## config.mk

```make
export PLATFORM = sky130hd
export DESIGN_NAME = serial_source_flat
export DESIGN_NICKNAME = d
export VERILOG_FILES = /design/src/rtl/serial_source_pkg.sv /design/src/rtl/serial_source_if.sv /design/src/rtl/serial_source_tx_fsm.sv /design/src/rtl/serial_source.sv /design/src/flat_wrapper.sv
export SDC_FILE = /design/constraint.sdc
export NUM_CORES = 1
export LEC_CHECK = 0
export ABC_AREA = 1
export CORE_ASPECT_RATIO = 1.1
export CORE_MARGIN = 1
export CORE_UTILIZATION = 30
export DETAILED_ROUTE_END_ITERATION = 10
export PLACE_DENSITY = 0.52
export SETUP_SLACK_MARGIN = 0.5
export SLEW_MARGIN = 20
export SYNTH_ARGS = -nofsm -noshare
export SYNTH_HDL_FRONTEND = slang
export SYNTH_HIERARCHICAL = 1
export SYNTH_SLANG_ARGS = --single-unit
```

## constraint.sdc

```tcl
create_clock -name clk -period 3.35 [get_ports clk]
set_clock_uncertainty 0.1 [all_clocks]
set_input_delay 0.67 -clock clk [delete_from_list [all_inputs] [get_ports clk]]
set_output_delay 0.67 -clock clk [all_outputs]
set_load 0.01 [all_outputs]
```

## src/rtl/serial_source_pkg.sv

```systemverilog
// Shared constants, FSM encoding and LFSR helper for the serial traffic source.
// The LFSR helper is only referenced when SERIAL_SOURCE_LFSR_EN is defined.
package serial_source_pkg;

  localparam int SIZE_DEF       = 8;
  localparam int INJ_PERIOD_DEF = 4;
  localparam int THR_W          = 26;
  localparam int SAMPLE_W       = 10;

  localparam logic [SAMPLE_W-1:0] SAMPLE_LAST = '1;

  // x^16+x^14+x^13+x^11+1 in right-shifting Fibonacci form: feedback from bits 0,2,3,5.
  localparam logic [15:0] LFSR_SEED = 16'hACE1;
  localparam logic [15:0] LFSR_TAPS = 16'h002D;

  typedef enum logic [1:0] {
    ST_IDLE  = 2'd0,
    ST_START = 2'd1,
    ST_DATA  = 2'd2
  } tx_state_e;

  function automatic logic [15:0] lfsr_next(input logic [15:0] s);
    return {^(s & LFSR_TAPS), s[15:1]};
  endfunction

endpackage

```

## src/rtl/serial_source_if.sv

```systemverilog
// Link-side signal bundle of the serial source: injection control in,
// serial line and frame counters out.
interface serial_source_if;

  logic                              enable;
  logic                              channel_busy;
  logic                              serial_out;
  logic [serial_source_pkg::THR_W-1:0] throughput;
  logic [serial_source_pkg::THR_W-1:0] flit_count;

  modport master (
    input  enable,
    input  channel_busy,
    output serial_out,
    output throughput,
    output flit_count
  );

  modport slave (
    output enable,
    output channel_busy,
    input  serial_out,
    input  throughput,
    input  flit_count
  );

endinterface

```

## src/rtl/serial_source_tx_fsm.sv

```systemverilog
// Frame serializer: start bit then SIZE data bits LSB first, with a take/pending
// handshake towards the holding register and a done pulse on the last data bit.
module serial_tx_fsm
  import serial_source_pkg::*;
#(
  parameter int SIZE = SIZE_DEF
) (
  input  logic            clk,
  input  logic            reset,
  input  logic            pending_i,
  input  logic            channel_busy_i,
  input  logic [SIZE-1:0] data_i,
  output logic            take_o,
  output logic            done_o,
  output logic            serial_o
);

  localparam int IDX_W = (SIZE > 1) ? $clog2(SIZE) : 1;
  localparam logic [IDX_W-1:0] IDX_LAST = IDX_W'(SIZE - 1);

  tx_state_e        state_q, state_d;
  logic [SIZE-1:0]  shift_q, shift_d;
  logic [IDX_W-1:0] idx_q, idx_d;
  logic             serial_q, serial_d;
  logic             last_bit;

  assign last_bit = (idx_q == IDX_LAST);
  assign serial_o = serial_q;

  // NOTE: sequential state uses non-blocking assignments so every register samples pre-edge values.
  always_ff @(posedge clk or posedge reset) begin
    if (reset) begin
      state_q  <= ST_IDLE;
      shift_q  <= '0;
      idx_q    <= '0;
      serial_q <= 1'b0;
    end else begin
      state_q  <= state_d;
      shift_q  <= shift_d;
      idx_q    <= idx_d;
      serial_q <= serial_d;
    end
  end

  // NOTE: every combinational output gets a default first, so no branch can infer a latch.
  always_comb begin
    state_d = state_q;
    shift_d = shift_q;
    idx_d   = idx_q;
    unique case (state_q)
      ST_IDLE: begin
        if (take_o) begin
          state_d = ST_START;
          shift_d = data_i;
        end
      end
      ST_START: begin
        state_d = ST_DATA;
        idx_d   = '0;
      end
      ST_DATA: begin
        shift_d = shift_q >> 1;
        idx_d   = idx_q + IDX_W'(1);
        if (last_bit) state_d = ST_IDLE;
      end
      default: state_d = ST_IDLE;
    endcase
  end

  // channel_busy is only looked at in IDLE; a frame in flight always completes.
  always_comb begin
    serial_d = 1'b0;
    take_o   = 1'b0;
    done_o   = 1'b0;
    unique case (state_q)
      ST_IDLE:  take_o = pending_i && !channel_busy_i;
      ST_START: serial_d = 1'b1;
      ST_DATA: begin
        serial_d = shift_q[0];
        done_o   = last_bit;
      end
      default: ;
    endcase
  end

endmodule

```

## src/rtl/serial_source.sv

```systemverilog
// Traffic generator and one-wire transmitter with throughput window and frame counter.
// Define SERIAL_SOURCE_LFSR_EN to take payloads from a 16-bit LFSR instead of a counter.
module serial_source
  import serial_source_pkg::*;
#(
  parameter int SIZE       = SIZE_DEF,
  parameter int INJ_PERIOD = INJ_PERIOD_DEF
) (
  input  logic             clk,
  input  logic             reset,
  serial_source_if.master  bus
);

  localparam int TMR_W = (INJ_PERIOD > 1) ? $clog2(INJ_PERIOD) : 1;
  localparam logic [TMR_W-1:0] TMR_RELOAD = TMR_W'(INJ_PERIOD - 1);

  logic [TMR_W-1:0]    timer_q, timer_d;
  logic                pending_q, pending_d;
  logic [SIZE-1:0]     hold_q, hold_d;
  logic [THR_W-1:0]    flit_q, flit_d;
  logic [THR_W-1:0]    running_q, running_d;
  logic [THR_W-1:0]    thr_q, thr_d;
  logic [SAMPLE_W-1:0] sampler_q, sampler_d;
  logic [SIZE-1:0]     payload;
  logic                timer_zero, load, take, done;

`ifdef SERIAL_SOURCE_LFSR_EN
  logic [15:0] lfsr_q, lfsr_d;
  assign payload = lfsr_q[SIZE-1:0];
  assign lfsr_d  = load ? lfsr_next(lfsr_q) : lfsr_q;
`else
  logic [SIZE-1:0] pay_cnt_q, pay_cnt_d;
  assign payload   = pay_cnt_q;
  assign pay_cnt_d = load ? pay_cnt_q + SIZE'(1) : pay_cnt_q;
`endif

  // A load needs an empty holding register, so it can never coincide with a take.
  assign timer_zero = (timer_q == '0);
  assign load       = bus.enable && timer_zero && !pending_q;

  always_comb begin
    timer_d = timer_q;
    if (load)                           timer_d = TMR_RELOAD;
    else if (bus.enable && !timer_zero) timer_d = timer_q - TMR_W'(1);

    pending_d = pending_q;
    if (load)      pending_d = 1'b1;
    else if (take) pending_d = 1'b0;

    hold_d = load ? payload : hold_q;
    flit_d = flit_q + THR_W'(take);

    if (sampler_q == SAMPLE_LAST) begin
      thr_d     = running_q + THR_W'(done);
      running_d = '0;
      sampler_d = '0;
    end else begin
      thr_d     = thr_q;
      running_d = running_q + THR_W'(done);
      sampler_d = sampler_q + SAMPLE_W'(1);
    end
  end

  always_ff @(posedge clk or posedge reset) begin
    if (reset) begin
      timer_q   <= TMR_RELOAD;
      pending_q <= 1'b0;
      hold_q    <= '0;
      flit_q    <= '0;
      running_q <= '0;
      thr_q     <= '0;
      sampler_q <= '0;
    end else begin
      timer_q   <= timer_d;
      pending_q <= pending_d;
      hold_q    <= hold_d;
      flit_q    <= flit_d;
      running_q <= running_d;
      thr_q     <= thr_d;
      sampler_q <= sampler_d;
    end
  end

`ifdef SERIAL_SOURCE_LFSR_EN
  always_ff @(posedge clk or posedge reset) begin
    if (reset) lfsr_q <= LFSR_SEED;
    else       lfsr_q <= lfsr_d;
  end
`else
  always_ff @(posedge clk or posedge reset) begin
    if (reset) pay_cnt_q <= SIZE'(1);
    else       pay_cnt_q <= pay_cnt_d;
  end
`endif

  serial_tx_fsm #(
    .SIZE (SIZE)
  ) u_tx (
    .clk            (clk),
    .reset          (reset),
    .pending_i      (pending_q),
    .channel_busy_i (bus.channel_busy),
    .data_i         (hold_q),
    .take_o         (take),
    .done_o         (done),
    .serial_o       (bus.serial_out)
  );

  assign bus.flit_count = flit_q;
  assign bus.throughput = thr_q;

endmodule

```

## src/flat_wrapper.sv

```systemverilog
// flat-port wrapper written by rule: the top's interface ports become plain ports
module serial_source_flat import serial_source_pkg::*;
#(
  parameter int SIZE       = SIZE_DEF,
  parameter int INJ_PERIOD = INJ_PERIOD_DEF
)
  (clk, reset, bus_enable, bus_channel_busy, bus_serial_out, bus_throughput, bus_flit_count);
  serial_source_if bus_i ();
  input  logic clk;
  input  logic reset;
  input wire logic [$bits(bus_i.enable)-1:0] bus_enable;
  input wire logic [$bits(bus_i.channel_busy)-1:0] bus_channel_busy;
  output wire logic [$bits(bus_i.serial_out)-1:0] bus_serial_out;
  output wire logic [$bits(bus_i.throughput)-1:0] bus_throughput;
  output wire logic [$bits(bus_i.flit_count)-1:0] bus_flit_count;
  assign bus_i.enable = bus_enable;
  assign bus_i.channel_busy = bus_channel_busy;
  assign bus_serial_out = bus_i.serial_out;
  assign bus_throughput = bus_i.throughput;
  assign bus_flit_count = bus_i.flit_count;
  serial_source #(.SIZE(SIZE), .INJ_PERIOD(INJ_PERIOD)) u_core (.clk(clk), .reset(reset), .bus(bus_i));
endmodule
```

; Word level (Yosys, flattened, before mapping)
; Index checks and enable logic that the tools add are counted.
[classes]
reduce_logical = 15
add_sub_neg = 6
n_mux = 15
n_eq_ne = 6
[ops]
columns = operator, count
row1 = 26-bit by 1-bit adder with 26-bit output, 2
row2 = 26-bit two-way mux, 1
row3 = 8-bit case mux with 2 select lines, 1
row4 = "10-bit by 1-bit adder with 10-bit output, second input constant", 1
row5 = "10-bit equality test, second input constant", 1
row6 = 10-bit two-way mux, 1
row7 = "8-bit by 1-bit adder with 8-bit output, second input constant", 1
row8 = 2-bit two-way mux, 4
row9 = 8-bit two-way mux, 1
row10 = 2-bit nonzero test, 4
row11 = 2-bit case mux with 3 select lines, 1
row12 = 3-bit case mux with 2 select lines, 1
row13 = 1-bit logical AND, 4
row14 = 2-bit zero test, 2
row15 = 1-bit two-way mux, 4
row16 = 2-bit AND reduction, 2
row17 = "3-bit by 1-bit adder with 3-bit output, second input constant", 1
row18 = "3-bit equality test, second input constant", 1
row19 = 1-bit zero test, 3
row20 = "2-bit by 1-bit equality test with 1-bit output, second input constant", 1
row21 = "2-bit equality test, second input constant", 1
row22 = "2-bit by 1-bit inequality test with 1-bit output, second input constant", 1
row23 = "2-bit inequality test, second input constant", 1
row24 = 1-bit case mux with 2 select lines, 1
row25 = "2-bit by 1-bit subtractor with 2-bit output, second input constant", 1
[totals]
inputBits = 4
word_cells = 54
reg_bits = 121
output_inout_bits = 53

; Depth between registers and ports, before layout
[depth]
depth_word = 5
ltp_mapped = 16
ltp_nobuf = 15

; Modules after synthesis
; Netlist, hierarchy kept.
[by_module_without_submodules]
columns = mod, seq_area_each_um2, area_per_inst_um2, cells_per_inst, n_inst
row1 = serial_source, 2681.3, 5063.6, 588, 1
row2 = serial_tx_fsm, 350.3, 792.0, 102, 1

; Least setup slack after synthesis
; Ideal clock, no wire load.
[synth_timing]
path_type = input port to flip-flop
from = input port bus_channel_busy
to = register u_core.flit_q[18] (netlist: u_core/bus.flit_count[18])
path_stages = 12
t_required_ns = 3.124
arrival_time_ns = 2.088
setup_time_ns = 0.126
path_slack_ns = 1.036
n_path_buf = 1
path_cell_list = inv_1 > nand3_2 > buf_6 > inv_2 > ha_1 > ha_1 > nand3_2 > nor2_4 > nand2_2 > nor2_4 > nand2_2 > xnor2_1
[synth_via]
elab_chain_len = 4
[synth_lines]
columns = element, line
row1 = "start, declared", flat_wrapper.sv:12  ; input wire logic [$bits(bus_i.channel_busy)-1:0] bus_channel_busy;
row2 = 1-bit zero test, serial_source_tx_fsm.sv:76  ; ST_IDLE: take_o = pending_i && !channel_busy_i;
row3 = 1-bit logical AND, serial_source_tx_fsm.sv:76
row4 = 1-bit two-way mux, serial_source_tx_fsm.sv:75  ; unique case (state_q)
row5 = named net u_core.take, serial_source.sv:25  ; logic timer_zero, load, take, done;
row6 = 26-bit by 1-bit adder with 26-bit output, serial_source.sv:51  ; flit_d = flit_q + THR_W'(take);
row7 = named net u_core.flit_d[18], serial_source.sv:20  ; logic [THR_W-1:0] flit_q, flit_d;
row8 = "end signal, assigned", serial_source.sv:77  ; flit_q <= flit_d;
row9 = "end, declared", serial_source.sv:20
; The timed path passes the listed nets, and every way through them passes these cells.
; A chain may end at the register's enable or synchronous reset.

; Worst setup path after layout
[layout_timing]
from = register u_core.u_tx.state_q[0]
to = register u_core.flit_q[18] (netlist: u_core/bus.flit_count[18])
[layout_via]
elab_chain_len = 3
[layout_lines]
columns = element, line
row1 = "start, declared", serial_source_tx_fsm.sv:21  ; tx_state_e state_q, state_d;
row2 = "start signal, assigned", serial_source_tx_fsm.sv:38  ; state_q <= state_d;
row3 = 2-bit zero test, serial_source_tx_fsm.sv:75
row4 = 1-bit two-way mux, serial_source_tx_fsm.sv:75
row5 = named net u_core.take, serial_source.sv:25
row6 = 26-bit by 1-bit adder with 26-bit output, serial_source.sv:51
row7 = named net u_core.flit_d[18], serial_source.sv:20
; The timed path passes the listed nets, and every way through them passes these cells.

==> results.txt <==
----------------------------------------------------
[Status]
  Outcome ... complete, no violations

[Setup path]
  Required arrival time at the worst endpoint ... 3.54 ns
  Kind of end point of the critical path ... register
  Startpoint type of the worst setup path ... register
  Maximum fanout count along the critical path ... 5
  Worst reg2reg startpoint ... u_core/u_tx/state_q[0]
  Critical path launch point ... u_core/u_tx/state_q[0]
  Critical path arrival ... 2.56 ns
  Critical path start-end classification ... reg -> reg

[Cells and area]
  Non-Filler Cell Area, Final ... about 7300 um^2
  Layout Utilization ... 38.4%
  Antenna fix cells ... 0
  Share of post-route cells with drive strength above 1 ... 9.18%
  Area added between synthesis and finish ... 25.3%
  Net count reported at finish ... 779

[Floorplanning]
  Effective utilization at floorplan ... 30.7%
  Die area ... ~20,000 um^2
  Area inside the core boundary ... 19,100 um^2
  Die extent in x ... around 140 um
  Chip Height ... 149 um
  Num ports ... 57
  Floorplan row count ... 53

[Routing]
  Final wirelength ... between 10,000 and 15,000 um
  Post-detailed-route wirelength per cell ... between 10 and 15 um
  Post-detailed-route count of antenna-violating nets ... 0
  Initial DRC count ... 217
  Vias per inst ... roughly 4.3
  Total number of vias ... between 4,000 and 5,000
  First-pass iteration count of the detailed router ... 4
  Remaining routing DRC violations ... 0

[Logic synthesis]
  Largest area contributor in the netlist ... sky130_fd_sc_hd__dfrtp_1
  Post-Syn Nets ... 708
  Top-area cell type share of the netlist area ... 50.4%
  Cell types with the largest area share after synthesis ... sky130_fd_sc_hd__dfrtp_1 50%, sky130_fd_sc_hd__nand2_1 16%, sky130_fd_sc_hd__xor2_1 5.4%, sky130_fd_sc_hd__inv_1 4.3%, sky130_fd_sc_hd__nor2_1 3.5%
  Total of flip-flops plus latches after synthesis ... around 120
  Synthesized instance count ... 690
  Post-Synthesis Cell Area ... 5860 um^2
  Average cell area after synthesis ... around 8.5 um^2
  Part of the Yosys area used for sequential elements ... 51.8%
  Number of distinct standard cells referenced by the synthesized netlist ... 33
  Synth warn ... 6

[Placement]
  Half-perimeter wire length after placement ... 8610 um
  Count of buffers inserted at the top-level ports ... 56
  Placer congestion estimate ... 0.761
  Post-DP Area ... between 6000 and 7000 um^2

[Global route]
  Wire length of the first global-routing pass ... 21,600 um
  Sum of overflow across all layers after global routing ... 0
  Vias in the first global route ... roughly 4,400
  Global-route usage over all layers ... 13.9%
  Number of antenna violations at the first check in global routing ... 0
  Maximum number of pins on one net before global-route repair ... 43

[Clock network]
  Register clock-pin slew on the reported worst setup and hold paths ... 0.05 ns
  Worst-Skew Late Latency ... 0.41 ns
  Post-CTS Repair Setup Buffers ... 0
  Num Clock Sinks ... 121
  Hold-fix buffer count after cts ... 0
  Maximum count of clock buffers along a single path ... 2
  Clock root cell ... sky130_fd_sc_hd__clkbuf_16
  TritonCTS Buffers ... 17
  # resized after CTS ... 0
  Count of H-tree levels built during CTS ... 4
  TritonCTS clock tree ... built

[STA]
  Final Hold Viols ... 0
  Period Utilization, post-route ... ~71%
  Peak Freq ... about 420 MHz
  RSZ-0062 raised after global routing ... false
  Final count of pins violating max slew ... 0
  Setup violators final ... 0
  Min Tclk post-route ... around 2.4 ns
  Max-slew headroom ... 47.0%
  Smallest hold slack ... 0.368 ns
  Transition time at the pin with the least slew margin ... between 0.7 and 0.8 ns
  Post-route setup TNS ... 0 ns

[Hold path]
  Start point of the worst hold path ... u_core/bus.throughput[4]
  Path class of the lowest-slack min-delay path ... reg -> reg

[Pwr]
  Maximum vdd drop ... between 0.3 and 0.4 mV
  Power density of the placed cells ... around 600 nW/um^2
  Pwr Total ... 4.35 mW
  Lkg Pwr ... 3.59 nW

[Flow run]
  Max Cap Viol ... 0

----------------------------------------------------
## report_power, final
part | total, mW | internal, mW | switching (mW)
clock | 1.89 | 1.24 | 0.643
sequential | 1.82 | 1.67 | 0.154
combinational | 0.644 | 0.263 | 0.380
total | 4.35 | 3.18 | 1.18
## registers in the layout (all words and copies together), names as in the netlist
signal,count
u_core/bus.flit_count,26
u_core/bus.throughput,26
u_core/running_q,26
u_core/sampler_q,10
u_core/hold_q,8
u_core/pay_cnt_q,8
u_core/u_tx/shift_q,8
u_core/u_tx/idx_q,3
u_core/timer_q,2
u_core/u_tx/state_q,2
u_core/pending_q,1
u_core/u_tx/serial_o,1
## synth_stat cells, drive strengths merged
cell type	count
buf	10
and3	1
nor3b	2
or2	2
inv	69
o21ai	19
nand2	259
nor3	8
nand3b	8
xor2	36
clkbuf	1
xnor2	9
nand3	37
dfstp	3
and2	6
ha	14
dfrtp	118
nand4	6
nor2	68
a21oi	13
clkinv	1
## cell type report
class | count | area (um^2)
fill | 1941 | 11800
inverter | 70 | 267
tap | 247 | 309
multi-input combinational | 488 | 2490
clock buffer | 24 | 492
clock inverter | 7 | 115
sequential | 121 | 3030
timing repair buffer | 63 | 638
## kinds of logic (layout without fill, tap and decap cells)
logic type      after synthesis  count (layout)  share of synthesized area, %
compound gates               32              32                          2.80
xor+xnor                     45              45                          6.73
fa+ha+maj                    14              14                          2.99
buf+inv                      81             164                          5.77
flops                       121             121                          51.8
simple gates                397             397                          29.9
## per-stage QoR
step	cells	worst slack, ns
detailed placement	989	0.596
global route	1020	0.769
CTS	1020	0.962
global placement	989	0.626
floorplan	690	1.04
finish	1020	0.984
## placed cells by master (no fill, tap or decap), types with 4 or more instances in the layout
cell,instances
sky130_fd_sc_hd__o21ai_0,13
sky130_fd_sc_hd__ha_1,14
sky130_fd_sc_hd__nor3_1,6
sky130_fd_sc_hd__clkbuf_8,4
sky130_fd_sc_hd__xnor2_1,9
sky130_fd_sc_hd__dfrtp_1,118
sky130_fd_sc_hd__inv_1,66
sky130_fd_sc_hd__nand3_2,4
sky130_fd_sc_hd__nor2_4,8
sky130_fd_sc_hd__nor2_1,54
sky130_fd_sc_hd__nand2_1,253
sky130_fd_sc_hd__buf_4,5
sky130_fd_sc_hd__nand2_2,5
sky130_fd_sc_hd__o21ai_1,5
sky130_fd_sc_hd__and2_1,6
sky130_fd_sc_hd__nand3b_1,8
sky130_fd_sc_hd__clkbuf_16,17
sky130_fd_sc_hd__nand4_1,5
sky130_fd_sc_hd__xor2_1,36
sky130_fd_sc_hd__a21oi_1,13
sky130_fd_sc_hd__clkdlybuf4s50_1,56
sky130_fd_sc_hd__nand3_1,33
sky130_fd_sc_hd__nor2_2,6
## worst paths after layout
path	slack (ns)	depth (start not counted)	to
max	0.98	12	u_core/bus.flit_count[18]
min	0.37	2	u_core/bus.throughput[4]
max reg2reg	0.98	12	u_core/bus.flit_count[18]
min reg2reg	0.37	2	u_core/bus.throughput[4]
max in group asynchronous	1.76	3	u_core/pay_cnt_q[0]
min in group asynchronous	0.60	2	u_core/u_tx/shift_q[6]
## worst max-delay path: stages (launching register included)
cell	delay [ns]
sky130_fd_sc_hd__dfrtp_1	0.41
sky130_fd_sc_hd__inv_1	0.11
sky130_fd_sc_hd__ha_1	0.23
sky130_fd_sc_hd__nand3_2	0.11
sky130_fd_sc_hd__inv_2	0.07
sky130_fd_sc_hd__ha_1	0.21
sky130_fd_sc_hd__ha_1	0.22
sky130_fd_sc_hd__nand3_2	0.17
sky130_fd_sc_hd__nor2_4	0.18
sky130_fd_sc_hd__nand2_2	0.12
sky130_fd_sc_hd__nor2_4	0.14
sky130_fd_sc_hd__nand2_2	0.06
sky130_fd_sc_hd__xnor2_1	0.12
## routing by layer
layer	track usage (%)	vias up	share of wire, %
met1	17.1	2055	46
li1	-	2277	-
met4	5.73	0	1.9
met2	22.7	82	48
met3	4.06	16	4.0
met5	0	-	0
(Power assumes the default switching activity.)
